## config.mk

```make
export PLATFORM = sky130hd
export DESIGN_NAME = heap_shift_up_sequencer
export DESIGN_NICKNAME = d
export VERILOG_FILES = /design/src/rtl/heap_shift_up_sequencer.sv
export SDC_FILE = /design/constraint.sdc
export NUM_CORES = 1
export LEC_CHECK = 0
export BUFFER_PORTS_ARGS = -buffer_cell sky130_fd_sc_hd__buf_4
export CORE_UTILIZATION = 60
export DETAILED_ROUTE_END_ITERATION = 6
export PLACE_DENSITY = 0.85
export SKIP_CTS_REPAIR_TIMING = 1
export SLEW_MARGIN = 20
export SYNTH_ARGS = -nofsm -noshare
export SYNTH_HDL_FRONTEND = slang
export SYNTH_SLANG_ARGS = --single-unit
```

## constraint.sdc

```tcl
create_clock -name clock -period 5.8 [get_ports clock]
set_input_delay 0.29 -clock clock [delete_from_list [all_inputs] [get_ports clock]]
set_output_delay 0.29 -clock clock [all_outputs]
set_load 0.01 [all_outputs]
```

## src/rtl/heap_shift_up_sequencer.sv

```systemverilog
// heap_shift_up_sequencer: inserts a value into a heap array by shifting elements up one at a time.
// Ports: clock/reset (sync, active-high); req/array/pos/value/size request inputs;
// busy/done/error status; new_size/size_we size write-back; mem_addr/mem_re/mem_we/mem_wdata/mem_rdata
// single-port heap memory with 1-cycle read latency.
// Optional macro SHIFT_UP_SATURATE_EN: a full array accepts an insert, discarding its top element.
module heap_shift_up_sequencer #(
  parameter int MemoryElementWidth = 12,
  parameter int NArea = 4,
  parameter int NArrays = 2
) (
  input  logic                          clock,
  input  logic                          reset,
  input  logic                          req,
  input  logic [MemoryElementWidth-1:0] array,
  input  logic [MemoryElementWidth-1:0] pos,
  input  logic [MemoryElementWidth-1:0] value,
  input  logic [MemoryElementWidth-1:0] size,
  output logic                          busy,
  output logic                          done,
  output logic                          error,
  output logic [MemoryElementWidth-1:0] new_size,
  output logic                          size_we,
  output logic [MemoryElementWidth-1:0] mem_addr,
  output logic                          mem_re,
  output logic                          mem_we,
  output logic [MemoryElementWidth-1:0] mem_wdata,
  input  logic [MemoryElementWidth-1:0] mem_rdata
);
  localparam int W = MemoryElementWidth;
  localparam logic [2:0] S_IDLE = 3'd0, S_READ = 3'd1, S_WRITE = 3'd2, S_INSERT = 3'd3, S_DONE = 3'd4;
  localparam logic [W-1:0] AREA = W'(NArea);
  localparam logic [W-1:0] ARRAYS = W'(NArrays);
  logic [2:0] state_q, state_d;
  logic [W-1:0] base_q, base_d, pos_q, pos_d, value_q, value_d, size_q, size_d, i_q, i_d;
  logic err_q, err_d;
  logic [W-1:0] i_start, i_dec, size_inc;
  logic bad_size, bad;
`ifdef SHIFT_UP_SATURATE_EN
  // A full array starts shifting from its last slot, so the top element falls off.
  assign bad_size = size > AREA;
  assign i_start  = (size == AREA) ? AREA - 1'b1 : size;
  assign size_inc = (size_q == AREA) ? AREA : size_q + 1'b1;
`else
  assign bad_size = size >= AREA;
  assign i_start  = size;
  assign size_inc = size_q + 1'b1;
`endif
  assign bad   = array >= ARRAYS || pos > size || pos >= AREA || bad_size;
  assign i_dec = i_q - 1'b1;
  always_comb begin
    state_d = state_q;
    base_d  = base_q;
    pos_d   = pos_q;
    value_d = value_q;
    size_d  = size_q;
    i_d     = i_q;
    err_d   = err_q;
    case (state_q)
      S_IDLE: if (req) begin
        base_d  = array * AREA;
        pos_d   = pos;
        value_d = value;
        size_d  = size;
        i_d     = i_start;
        err_d   = bad;
        state_d = bad ? S_DONE : (i_start > pos ? S_READ : S_INSERT);
      end
      S_READ:   state_d = S_WRITE;
      S_WRITE: begin
        i_d     = i_dec;
        state_d = i_dec > pos_q ? S_READ : S_INSERT;
      end
      S_INSERT: state_d = S_DONE;
      default:  state_d = S_IDLE;
    endcase
  end
  always_ff @(posedge clock) begin
    if (reset) begin
      state_q <= S_IDLE;
      base_q  <= '0;
      pos_q   <= '0;
      value_q <= '0;
      size_q  <= '0;
      i_q     <= '0;
      err_q   <= 1'b0;
    end else begin
      state_q <= state_d;
      base_q  <= base_d;
      pos_q   <= pos_d;
      value_q <= value_d;
      size_q  <= size_d;
      i_q     <= i_d;
      err_q   <= err_d;
    end
  end
  // Outputs decode the registered state, so a reset clears every strobe on the next cycle.
  assign busy      = state_q != S_IDLE;
  assign done      = state_q == S_DONE;
  assign error     = done & err_q;
  assign mem_re    = state_q == S_READ;
  assign mem_we    = state_q == S_WRITE || state_q == S_INSERT;
  assign size_we   = state_q == S_INSERT;
  assign new_size  = size_we ? size_inc : '0;
  assign mem_addr  = mem_re ? base_q + i_dec
                   : state_q == S_WRITE ? base_q + i_q
                   : size_we ? base_q + pos_q : '0;
  // The read issued in READ returns during WRITE and is forwarded straight to the next slot up.
  assign mem_wdata = state_q == S_WRITE ? mem_rdata : size_we ? value_q : '0;
endmodule

```

==> results.md <==
- Nets: roughly 870
- Setup TNS: 0 ns
- Dpl ws: between 2 and 2.5 ns
- Mapped cell area: between 4000 and 5000 um2
- Placed Cells: 845
- Slew Viols, Final: 0
- Worst Hold Path EP: value_q[3]
- WL final: roughly 15000 um
- Post-Syn Instances: ~670
- Placer Congestion: 0.951
- Die X: 93.2 um
- Fmax: roughly 260 MHz
- Vias in the first global route: 5017
- Post-DRT Antenna Nets: 0
- Synth-to-layout area growth: 20.4%
- # Max-Cap Violations: 0
- Flop2flop setup slack: around 2.7 ns
- Iter 0 DRT Violations: ~370
- Setup violations, final: 0
- Register clock-pin slew on the reported worst setup and hold paths: roughly 0.080 ns
- Mapped Avg Cell Area: 7.50 um2
- Worst path arrival time: 3.48 ns
- First-pass GRT wire length: ~24000 um
- Post-route cell area: 6010 um2
- P_leak: around 0.0027 uW
- Floorplan row count: 32
- Period minus WS final: ~3.8 ns
- WL/cell: ~17 um
- Seq cells post-synth: slightly above 60
- Relative slew slack: 0.349
- Startpoint types: flip-flop
- Total track usage: 0.353
- ANT cells: 0
- Final Non-Filler Cells: around 860
- Worst min-delay path startpoint: value[3]
- Vias post-DR: roughly 5200
- Actual slew at the worst max-slew pin: 0.974 ns
- Mapped Nets: approximately 790
- Critical Path Fanout Max: 7
- Clock buffer depth: 2
- Port bufs: ~100
- Ports: approximately 110
- CTS root buf: clkbuf_8
- Drt first pass iters: 5
- Most common library cell in the layout ignoring fill and taps: nand2_1
- Worst-Skew Late Latency: 0.35 ns
- Cell depth of the worst hold path: 3
- DIE AREA: about 8700 um2
- CTS tree: done
- Min setup slack post-route: between 2 and 2.5 ns
- Most frequent cells in the layout: nand2_1 (120), buf_4 (107), a21oi_1 (78)
- Hold Crit Class: in -> reg
- Setup CP Type: reg -> out
- Drt drc: 0
- R2R depth: 11
- Largest net degree at the start of global routing: between 60 and 70
- R2R Path End: state_q[1]
- Peak VDD IR: ~0.16 mV
- Clk_skew: 0.00967 ns
- Post-synth cell types: 63
- YS warnings: 0
- DP HPWL: 11500 um
- Final period util: 0.651
- Power per standard cell area: 225 nW/um2
- H-tree depth: 3
- Initial Utilization: 0.633
- Initial antenna violation count: 0
- Required @ worst endpoint: 5.51 ns
- Sequential fraction of the synthesis area: 0.249
- RSZ-0062 raised after global routing: no
- Worst r2r src: i_q[0]
- Top_reg_cell synth: dfxtp_1
- EDFF count, synth: 0
- Gr ovfl total: 0
- Worst setup EP type: output pin
- Core ar.: 7890 um2
- FFs w/ async S/R, synth: 0
- Share of layout cells above drive strength 1: 0.182
- TritonCTS buffer count: 9
- Die height: roughly 93 um
- Status: completed
- Vias per cell: between 6 and 7
- Final Hold Viols: 0
- Clock sinks: 62
- Dpl cell area: just under 6000 um2
## cell families (layout without fill, tap and decap cells)
group,after synthesis,after routing,synth area share
simple gates,250,250,0.234
compound gates,168,168,0.204
buf+inv,73,166,0.0616
flops,62,62,0.249
mux,19,19,0.0381
fa+ha+maj,56,56,0.145
xor+xnor,38,38,0.0682
## registers in the layout, summed over array words and instances, names as in the netlist
name,cells
i_q,12
size_q,12
pos_q,12
state_q,3
err_q,1
value_q,12
base_q,10
## where the power goes
part           switching, uW  total (uW)  leakage [uW]  internal [uW]
sequential              40.5         496      0.000510            455
combinational            232         414       0.00208            182
clock                    186         443      0.000110            257
## cells in the mapped netlist, types with 13 or more instances
cell type  number  area, um2
o21ai_0        24        120
nand3_1        13       65.1
a21oi_1        78        390
nor2_1         57        214
xnor2_1        19        166
clkbuf_1       17       63.8
mux2i_1        19        190
xor2_1         18        158
inv_1          40        150
nand2_1       120        450
dfxtp_1        62       1240
ha_1           53        663
## area by class of cell
cell class                 instances  area (um2)
multi-input combinational        531        3440
fill                             622        1870
sequential                        62        1240
timing repair buffer             107         803
inverter                          43         166
clock buffer                      10         138
tap                              102         128
clock inverter                     6        92.6
## stage by stage
stage           util  hold slack, ns  total power (uW)
6_report       0.762           0.180              1350
5_1_grt        0.762           0.186              1420
4_1_cts        0.762           0.179              1340
3_5_place_dp   0.733           0.451               909
3_3_place_gp   0.733           0.442               895
2_1_floorplan      -           0.426               782
## metal layers
metal	wire (um)	global-route usage	vias to the layer above
li1	-	-	2501
met1	6390	0.433	2439
met2	7100	0.602	233
met3	1090	0.0659	45
met4	474	0.150	0
met5	0	0	-
## worst max-delay path by stage
| stage | startpoint | end | slack (ns) | cells past startpoint |
|---|---|---|---|---|
| after CTS | i_q[0] | mem_addr[11] | 2.05 | 12 |
| after global routing | i_q[0] | mem_addr[11] | 1.78 | 12 |
| after global placement | i_q[0] | mem_addr[11] | 2.59 | 13 |
| after floorplan | i_q[0] | mem_addr[11] | 2.95 | 11 |
| after detailed placement | i_q[0] | mem_addr[11] | 2.42 | 12 |
| final | i_q[0] | mem_addr[11] | 2.03 | 12 |
## critical path, stage by stage, from the launching register on
cell and delay, ns:
dfxtp_1 0.36, inv_1 0.13, ha_1 0.26, nor3b_2 0.31, nand3_1 0.23, xnor2_1 0.27, ha_1 0.34, o211a_1 0.27
a211o_1 0.27, a31oi_1 0.24, xnor2_1 0.17, o221ai_2 0.11, buf_4 0.17
Note: power is estimated with default switching activity, not from simulation.
